[src/rtl/regs_frame_pkg.sv]
// Shared types for the register-bank command-frame decoder:
// header default, command/state enums and the frame checksum helper.
package regs_frame_pkg;

    localparam logic [7:0] HDR_DEFAULT = 8'hA5;

    typedef enum logic [3:0] {
        CMD_WRITE = 4'd1,
        CMD_CLEAR = 4'd2,
        CMD_DIR   = 4'd3
    } cmd_e;

    typedef enum logic [2:0] {
        IDLE,
        GET_CA,
        GET_D,
        GET_CHK,
        SETUP,
        STROBE1,
        STROBE2,
        HOLD
    } dec_state_e;

    function automatic logic [7:0] frame_chk(input logic [7:0] ca,
                                             input logic [7:0] d);
        return ca ^ d ^ 8'hFF;
    endfunction

endpackage

[src/rtl/reg_frame_decoder_sat_counter.sv]
// Saturating up-counter; holds at all-ones.
// Ports: clk_i, rst_ni (async, active-low), inc_i enable, cnt_o value.
module sat_counter #(
    parameter int unsigned W = 8
) (
    input  logic         clk_i,
    input  logic         rst_ni,
    input  logic         inc_i,
    output logic [W-1:0] cnt_o
);

    logic [W-1:0] cnt_q;
    logic [W-1:0] cnt_d;

    always_comb begin
        cnt_d = cnt_q;
        if (inc_i && (cnt_q != '1)) begin
            cnt_d = cnt_q + 1'b1;
        end
    end

    always_ff @(posedge clk_i or negedge rst_ni) begin
        if (!rst_ni) begin
            cnt_q <= '0;
        end else begin
            cnt_q <= cnt_d;
        end
    end

    assign cnt_o = cnt_q;

endmodule

[src/rtl/reg_frame_decoder.sv]
// Parses 4-byte HDR/CA/D/CHK frames from a valid/ready byte link and
// drives the register bank: data_out, one-hot sel strobes, clr_regs
// pulse and dir enables (all registered). Status: busy, frame_ok,
// err_cnt. CLK / CLR_n (async, active-low) clock and reset.
module reg_frame_decoder
    import regs_frame_pkg::*;
#(
    parameter int unsigned TIMEOUT = 1000,
    parameter logic [7:0]  HDR     = HDR_DEFAULT
) (
    input  logic        CLK,
    input  logic        CLR_n,
    input  logic [7:0]  rx_data,
    input  logic        rx_valid,
    output logic        rx_ready,
    output logic [7:0]  data_out,
    output logic [15:0] sel,
    output logic        clr_regs,
    output logic [15:0] dir,
    output logic        busy,
    output logic        frame_ok,
    output logic [7:0]  err_cnt
);

    localparam int unsigned TW =
        (TIMEOUT > 0) ? $clog2(TIMEOUT + 1) : 1;
    localparam int unsigned TO_LAST_I =
        (TIMEOUT > 0) ? TIMEOUT - 1 : 0;
    localparam logic [TW-1:0] TO_LAST = TO_LAST_I[TW-1:0];

    dec_state_e    state_q;
    logic [7:0]    ca_q;
    logic [7:0]    d_q;
    logic [TW-1:0] to_q;

    cmd_e       cmd;
    logic [3:0] addr;
    logic       xfer;
    logic       in_frame;
    logic       cmd_ok;
    logic       frame_valid;
    logic       expire;
    logic       err_inc;

    assign cmd  = cmd_e'(ca_q[7:4]);
    assign addr = ca_q[3:0];

    assign rx_ready = (state_q == IDLE) || (state_q == GET_CA) ||
                      (state_q == GET_D) || (state_q == GET_CHK);
    assign busy     = (state_q != IDLE);
    assign xfer     = rx_valid && rx_ready;
    assign in_frame = (state_q == GET_CA) || (state_q == GET_D) ||
                      (state_q == GET_CHK);

    always_comb begin
        cmd_ok = 1'b0;
        case (cmd)
            CMD_WRITE: cmd_ok = 1'b1;
            CMD_CLEAR: cmd_ok = 1'b1;
            CMD_DIR:   cmd_ok = (addr[3:1] == 3'd0);
            default:   cmd_ok = 1'b0;
        endcase
    end

    assign frame_valid = cmd_ok && (rx_data == frame_chk(ca_q, d_q));

    // A transfer in the expiry cycle takes priority over abandoning.
    assign expire  = (TIMEOUT != 0) && in_frame && !xfer &&
                     (to_q == TO_LAST);
    assign err_inc = expire ||
                     ((state_q == GET_CHK) && xfer && !frame_valid);

    always_ff @(posedge CLK or negedge CLR_n) begin
        if (!CLR_n) begin
            state_q  <= IDLE;
            ca_q     <= '0;
            d_q      <= '0;
            to_q     <= '0;
            data_out <= '0;
            sel      <= '0;
            clr_regs <= 1'b0;
            dir      <= '0;
            frame_ok <= 1'b0;
        end else begin
            frame_ok <= 1'b0;
            unique case (state_q)
                IDLE: begin
                    if (xfer && (rx_data == HDR)) begin
                        to_q    <= '0;
                        state_q <= GET_CA;
                    end
                end
                GET_CA, GET_D: begin
                    if (xfer) begin
                        to_q <= '0;
                        if (state_q == GET_CA) begin
                            ca_q    <= rx_data;
                            state_q <= GET_D;
                        end else begin
                            d_q     <= rx_data;
                            state_q <= GET_CHK;
                        end
                    end else if (expire) begin
                        state_q <= IDLE;
                    end else begin
                        to_q <= to_q + 1'b1;
                    end
                end
                GET_CHK: begin
                    if (xfer) begin
                        to_q <= '0;
                        if (!frame_valid) begin
                            state_q <= IDLE;
                        end else if (cmd == CMD_DIR) begin
                            frame_ok <= 1'b1;
                            state_q  <= IDLE;
                            if (addr[0]) begin
                                dir[15:8] <= d_q;
                            end else begin
                                dir[7:0] <= d_q;
                            end
                        end else begin
                            frame_ok <= 1'b1;
                            state_q  <= SETUP;
                            if (cmd == CMD_WRITE) begin
                                data_out <= d_q;
                            end
                        end
                    end else if (expire) begin
                        state_q <= IDLE;
                    end else begin
                        to_q <= to_q + 1'b1;
                    end
                end
                SETUP: begin
                    if (cmd == CMD_WRITE) begin
                        sel <= 16'h0001 << addr;
                    end else begin
                        clr_regs <= 1'b1;
                    end
                    state_q <= STROBE1;
                end
                STROBE1: begin
                    state_q <= STROBE2;
                end
                STROBE2: begin
                    sel      <= '0;
                    clr_regs <= 1'b0;
                    state_q  <= HOLD;
                end
                HOLD: begin
                    state_q <= IDLE;
                end
                default: begin
                    state_q <= IDLE;
                end
            endcase
        end
    end

    sat_counter #(
        .W (8)
    ) u_err_cnt (
        .clk_i  (CLK),
        .rst_ni (CLR_n),
        .inc_i  (err_inc),
        .cnt_o  (err_cnt)
    );

endmodule

[config.mk]
export PLATFORM = sky130hd
export DESIGN_NAME = reg_frame_decoder
export DESIGN_NICKNAME = d
export VERILOG_FILES = /design/src/rtl/regs_frame_pkg.sv /design/src/rtl/reg_frame_decoder_sat_counter.sv /design/src/rtl/reg_frame_decoder.sv
export SDC_FILE = /design/constraint.sdc
export NUM_CORES = 1
export LEC_CHECK = 0
export CAP_MARGIN = 10
export CORE_UTILIZATION = 35
export CTS_CLUSTER_DIAMETER = 100
export DETAILED_ROUTE_END_ITERATION = 10
export HOLD_SLACK_MARGIN = 0.03
export SLEW_MARGIN = 20
export SYNTH_ARGS = -nofsm -noshare
export SYNTH_HDL_FRONTEND = slang
export SYNTH_SLANG_ARGS = --single-unit
[constraint.sdc]
create_clock -name CLK -period 4 [get_ports CLK]
set_clock_uncertainty 0.1 [all_clocks]
set_input_delay 1.2 -clock CLK [delete_from_list [all_inputs] [get_ports CLK]]
set_output_delay 1.2 -clock CLK [all_outputs]
set_load 0.01 [all_outputs]
* Yosys cells after proc, flatten, opt, wreduce, memory -nomap -nowiden *
Index checks and enable logic that the tools add are counted.

storage, ports and cells
  bits in registers = 79
  input bits = 11
  word-level logic and storage cells = 89

operators by class
  add/subtract/negate cells = 2
  eq/ne operators = 18
  shift-type cells = 1
  mux-type cells = 20
  bitwise logic cells = 5
  reductions and logical operators = 32

operators by type and width
  operator                 number
  $pmux W16 S2             1
  $mux W10                 3
  $pmux W3 S7              1
  $pmux W10 S2             1
  $mux W3                  6
  $mux W16                 1
  $shl A1 B4 Y16 const A   1
  $reduce_and A5 Y1        3
  $eq A3 B3 Y1 const B     4
  $add A10 B1 Y10 const B  1
  $eq A10 B10 Y1 const B   1
  $reduce_and A3 Y1        3
  $add A8 B1 Y8 const B    1
  $eq A4 B2 Y1 const B     2
  $eq A8 B8 Y1             1
  $eq A8 B8 Y1 const B     1
  $logic_and A1 B1 Y1      8
  $ne A8 B8 Y1 const B     1
  $not A8 Y8               1
  $xor A8 B8 Y8            1
  $eq A3 B2 Y1 const B     2
  $logic_not A3 Y1         2
  $logic_or A1 B1 Y1       6
  $mux W1                  5
  13 further kinds         21

* Longest topological paths before layout *
  depth in word-level cells = 11
  mapped depth = 7
  mapped depth without buffers = 7

* Cells and area by module *
A second synthesis with hierarchy kept.

second synthesis, totals
  cells, all modules = 301
  area, all modules = 3,667.3 sq um

modules (own cells, without submodules)
  module             instances  cells each  area each (sq um)  seq. area each (sq um)
  reg_frame_decoder  1          267         3,263.1            1,776.7
  sat_counter        1          34          404.1              200.2

* Worst setup path before layout *
Ideal clock, no wire load.

  path kind = input-to-reg
  start point = input port rx_data[6]
  end point = register dir[10]
  library setup time = 0.127 ns
  arrival = 2.738 ns
  path slack = 1.035 ns
  stages on the path = 7
  cell sequence = xor2_1 -> o211ai_1 -> a211o_1 -> nor4_4 -> and3_1 -> buf_4 -> mux2_1

on the way
  cells in the longest elaborated chain, start to end = 3

RTL lines
  element                      RTL line                  text
  from (decl)                  reg_frame_decoder.sv:13   input logic [7:0] rx_data,
  $eq A8 B8 Y1                 reg_frame_decoder.sv:65   assign frame_valid = cmd_ok && (rx_data == frame_chk(ca_q, d_q));
  $logic_and A1 B1 Y1          reg_frame_decoder.sv:65
  $reduce_and A5 Y1 (no line)  --
  to (signal assigned)         reg_frame_decoder.sv:118  dir[15:8] <= d_q;
  to (decl)                    reg_frame_decoder.sv:19   output logic [15:0] dir,

Every way passes these cells.
A chain may end at the register's enable or synchronous reset.

* Final worst setup path *
  start point = input port rx_data[1]
  end point = register dir[8]

The elaborated chain is that of the path after synthesis.

==> metrics.txt <==
status=complete, no violations; antenna-violating nets left=0; Clock Tree Buf Depth=2; DRC errors left=0; CTS clk-pin slew, worst paths=~0.080 ns; CTS tree=yes; CP endpoint kind=flip-flop; Die Span Y=roughly 100 um; dpl ws=~0.28 ns; die footprint=10510 um2; fin crit share=0.8408; #FFs+latches synth=between 70 and 80; area delta synth->final=29.69%; Final Power=0.002416 W; Num CTS Buffers=9; f_max=around 0.3 GHz; layout net count=383; row count=36; clk sinks=a little under 80; warning count from the yosys run=0; data arrival time of the critical path=3.50 ns; Total Wirelength=approximately 7.7 mm; Seq/Total Area, Yosys=0.5591; top cell type's share of synthesized area=0.5591; HP Class=reg2reg; global-route wire length before repair=12.48 mm; CP cell instances=clkdlybuf4s50_1 -> xor2_1 -> o21ai_0 -> a211o_1 -> nor4_4 -> and3_1 -> mux2_1; Max-slew headroom=0.5397; Initial DRC Count=between 100 and 150; Post-CTS Resized=0; ranking of synthesized cells by area=dfrtp_1 (56%), mux2_2 (11%), o21ai_0 (4.5%); fillers=around 930; Synth Area in Compound Gates=0.1016; Worst-Margin Slew=~0.69 ns; synthesized area per cell=between 10 and 15 um2; CP required=between 4 and 5 ns; # IOs=63; vias in the first global route=roughly 2500; Final HPWL DP=~5.3 mm; vias=2522; Finish-stage setup viols=0; all-layer global routing usage=0.1569; largest family of logic cells by synthesized area=multiplexers; number of max-cap violations=0; Mapped Area=~3500 um2; setup ws final=0.6369 ns; RePlAce Congestion=~0.79; adder-cell area share of the yosys netlist=0.007077; hold buffer count at CTS=0; Root Driver=clkbuf_8; grt total ovfl=0; leading area contributor after synthesis=dfrtp_1; slowest CP cell=clkdlybuf4s50_1; Max VDD drop=roughly 0.00023 V; mux contribution to synthesized area=0.1369; worst skew pair latency=approximately 0.35 ns; initial antenna violation count=0; CP max stage delay=between 0.5 and 0.6 ns; min Tclk post-route=3.363 ns; Max Slew Vio Count=0; worst-path maximum fanout=8; Synth Area in XOR/XNOR=0.05272; syn nets=around 310; core area=~9800 um2; Final Util=0.4692; Yosys cell types=42; post-synthesis simple-gate area fraction=0.1277; Hold Fails Final Rpt=0; cell count after synthesis=299; Initial Util=0.3618; Setup Buffers After CTS=0; layout cells sized above 1=0.1707; Via density=slightly below 5; # port buffers=between 60 and 70; crit path kind=in2reg; RSZ-0062 raised after global routing=no; pin count of the biggest net entering global routing=80; width of the die=a little over 100 um; First-pass DRT Iterations=4; CP Launch Type=input port; Ant. Diodes=0; hold_ws=0.3821 ns; setup_tns=0 ns; DR WL/cell=between 15 and 20 um; H-tree levels=3; P_leak=roughly 2.1 nW; pwr/cell area=approximately 530 nW/um2
[power by group]
| group | leakage [nW] | internal (W) | switching (W) | total [W] |
|---|---|---|---|---|
| registers | 1.06 | 0.000918 | 0.000195 | 0.00111 |
| logic | 0.880 | 0.000340 | 0.000268 | 0.000609 |
| clock network | 0.121 | 0.000392 | 0.000302 | 0.000694 |
| total | 2.06 | 0.00165 | 0.000765 | 0.00242 |
[cell usage after synthesis (all sizes together)]
library cell and number:
and3 9, xnor2 4, a211oi 4, clkbuf 5, inv 5, xnor3 4
o41ai 1, a311o 1, nand4 2, ha 2, nand2 28, buf 2
nand2b 7, or2 2, dfrtp 79, and4b 1, a22o 1, nor4 1
o31ai 3, o2bb2ai 1, a211o 1, and2 1, or3b 1, o2111ai 1
o311ai 1, o21ai 34, nand4b 1, nand3b 2, nor4b 1, nor2b 1
or3 1, nor2 18, nor3 1, mux2 43, a31oi 4, xor2 7
o211ai 1, nand3 11, a21oi 7
[cell usage in the layout (no fill, tap or decap), drive strengths merged, types with 2 or more instances in the layout]
cell type and count:
ha 2, nand3b 2, mux2 43, clkbuf 11
and3 9, nand2b 7, dfrtp 79, bufinv 2
nand2 28, xor2 7, xnor2 4, xnor3 4
nand4 2, clkdlybuf4s50 61, or2 2, a31oi 4
inv 8, o21ai 34, a21oi 7, buf 6
a211oi 4, nor2 18, nand3 11, o31ai 3
[worst paths after layout]
kind                                      from                   to  slack (ns)  depth (start not counted)
setup / recovery                    rx_data[1]   dir[8]$_DFFE_PN0P_        0.64                          7
hold / removal              sel[5]$_DFFE_PN0P_   sel[5]$_DFFE_PN0P_        0.38                          2
setup reg to reg           ca_q[0]$_DFFE_PN0P_   dir[8]$_DFFE_PN0P_        1.40                          6
hold reg to reg             sel[5]$_DFFE_PN0P_   sel[5]$_DFFE_PN0P_        0.38                          2
max in group asynchronous                CLR_n  sel[10]$_DFFE_PN0P_        2.59                          2
min in group asynchronous                CLR_n   dir[5]$_DFFE_PN0P_        0.62                          1
[routing by layer]
| metal | vias up | share of wire | track usage |
|---|---|---|---|
| met5 | - | 0 | 0 |
| met1 | 1250 | 0.49 | 0.2175 |
| met3 | 9 | 0.032 | 0.03729 |
| met4 | 0 | 0.015 | 0.05604 |
| li1 | 1218 | - | - |
| met2 | 45 | 0.46 | 0.2405 |
[state kept, by name (all words and copies together), names as in the netlist]
name             cells
data_out             8
d_q                  8
frame_ok             1
sel                 16
to_q                10
u_err_cnt.cnt_o      8
dir                 16
clr_regs             1
ca_q                 8
state_q              3
[worst max-delay path, delay by kind of cell]
family / cells / cell delay [ns]
AOI/OAI and AO/OA: 2 / 0.39
xor gates and xnor gates: 1 / 0.21
buffers and inverters: 1 / 0.56
muxes: 1 / 0.36
and+or+nand+nor: 2 / 0.77
[final cells by class]
cell class	count	area, um2	area share
Clock buffer	11	151.4	0.03301
Clock inverter	5	86.33	0.01883
Inverter	5	18.77	0.004093
Multi-Input combinational cell	208	1510	0.3293
Sequential cell	79	1977	0.4311
Tap cell	133	166.4	0.03629
Timing Repair Buffer	67	675.6	0.1473
[metrics by stage]
| step | instances | instance area, um2 |
|---|---|---|
| finish | 508 | 4586 |
| global placement | 491 | 4317 |
| detailed placement | 491 | 4317 |
| global route | 508 | 4586 |
| CTS | 507 | 4554 |
| floorplan | 299 | 3536 |
[kinds of logic (layout without fill, tap and decap cells)]
kind of cell	count (synthesis)	after routing
buffers and inverters	12	88
DFF	79	79
muxes	43	43
xor gates and xnor gates	15	15
AOI/OAI and AO/OA	60	60
and+or+nand+nor	88	88
adders and majority gates	2	2
No activity file was read; power rests on OpenSTA's default activity.
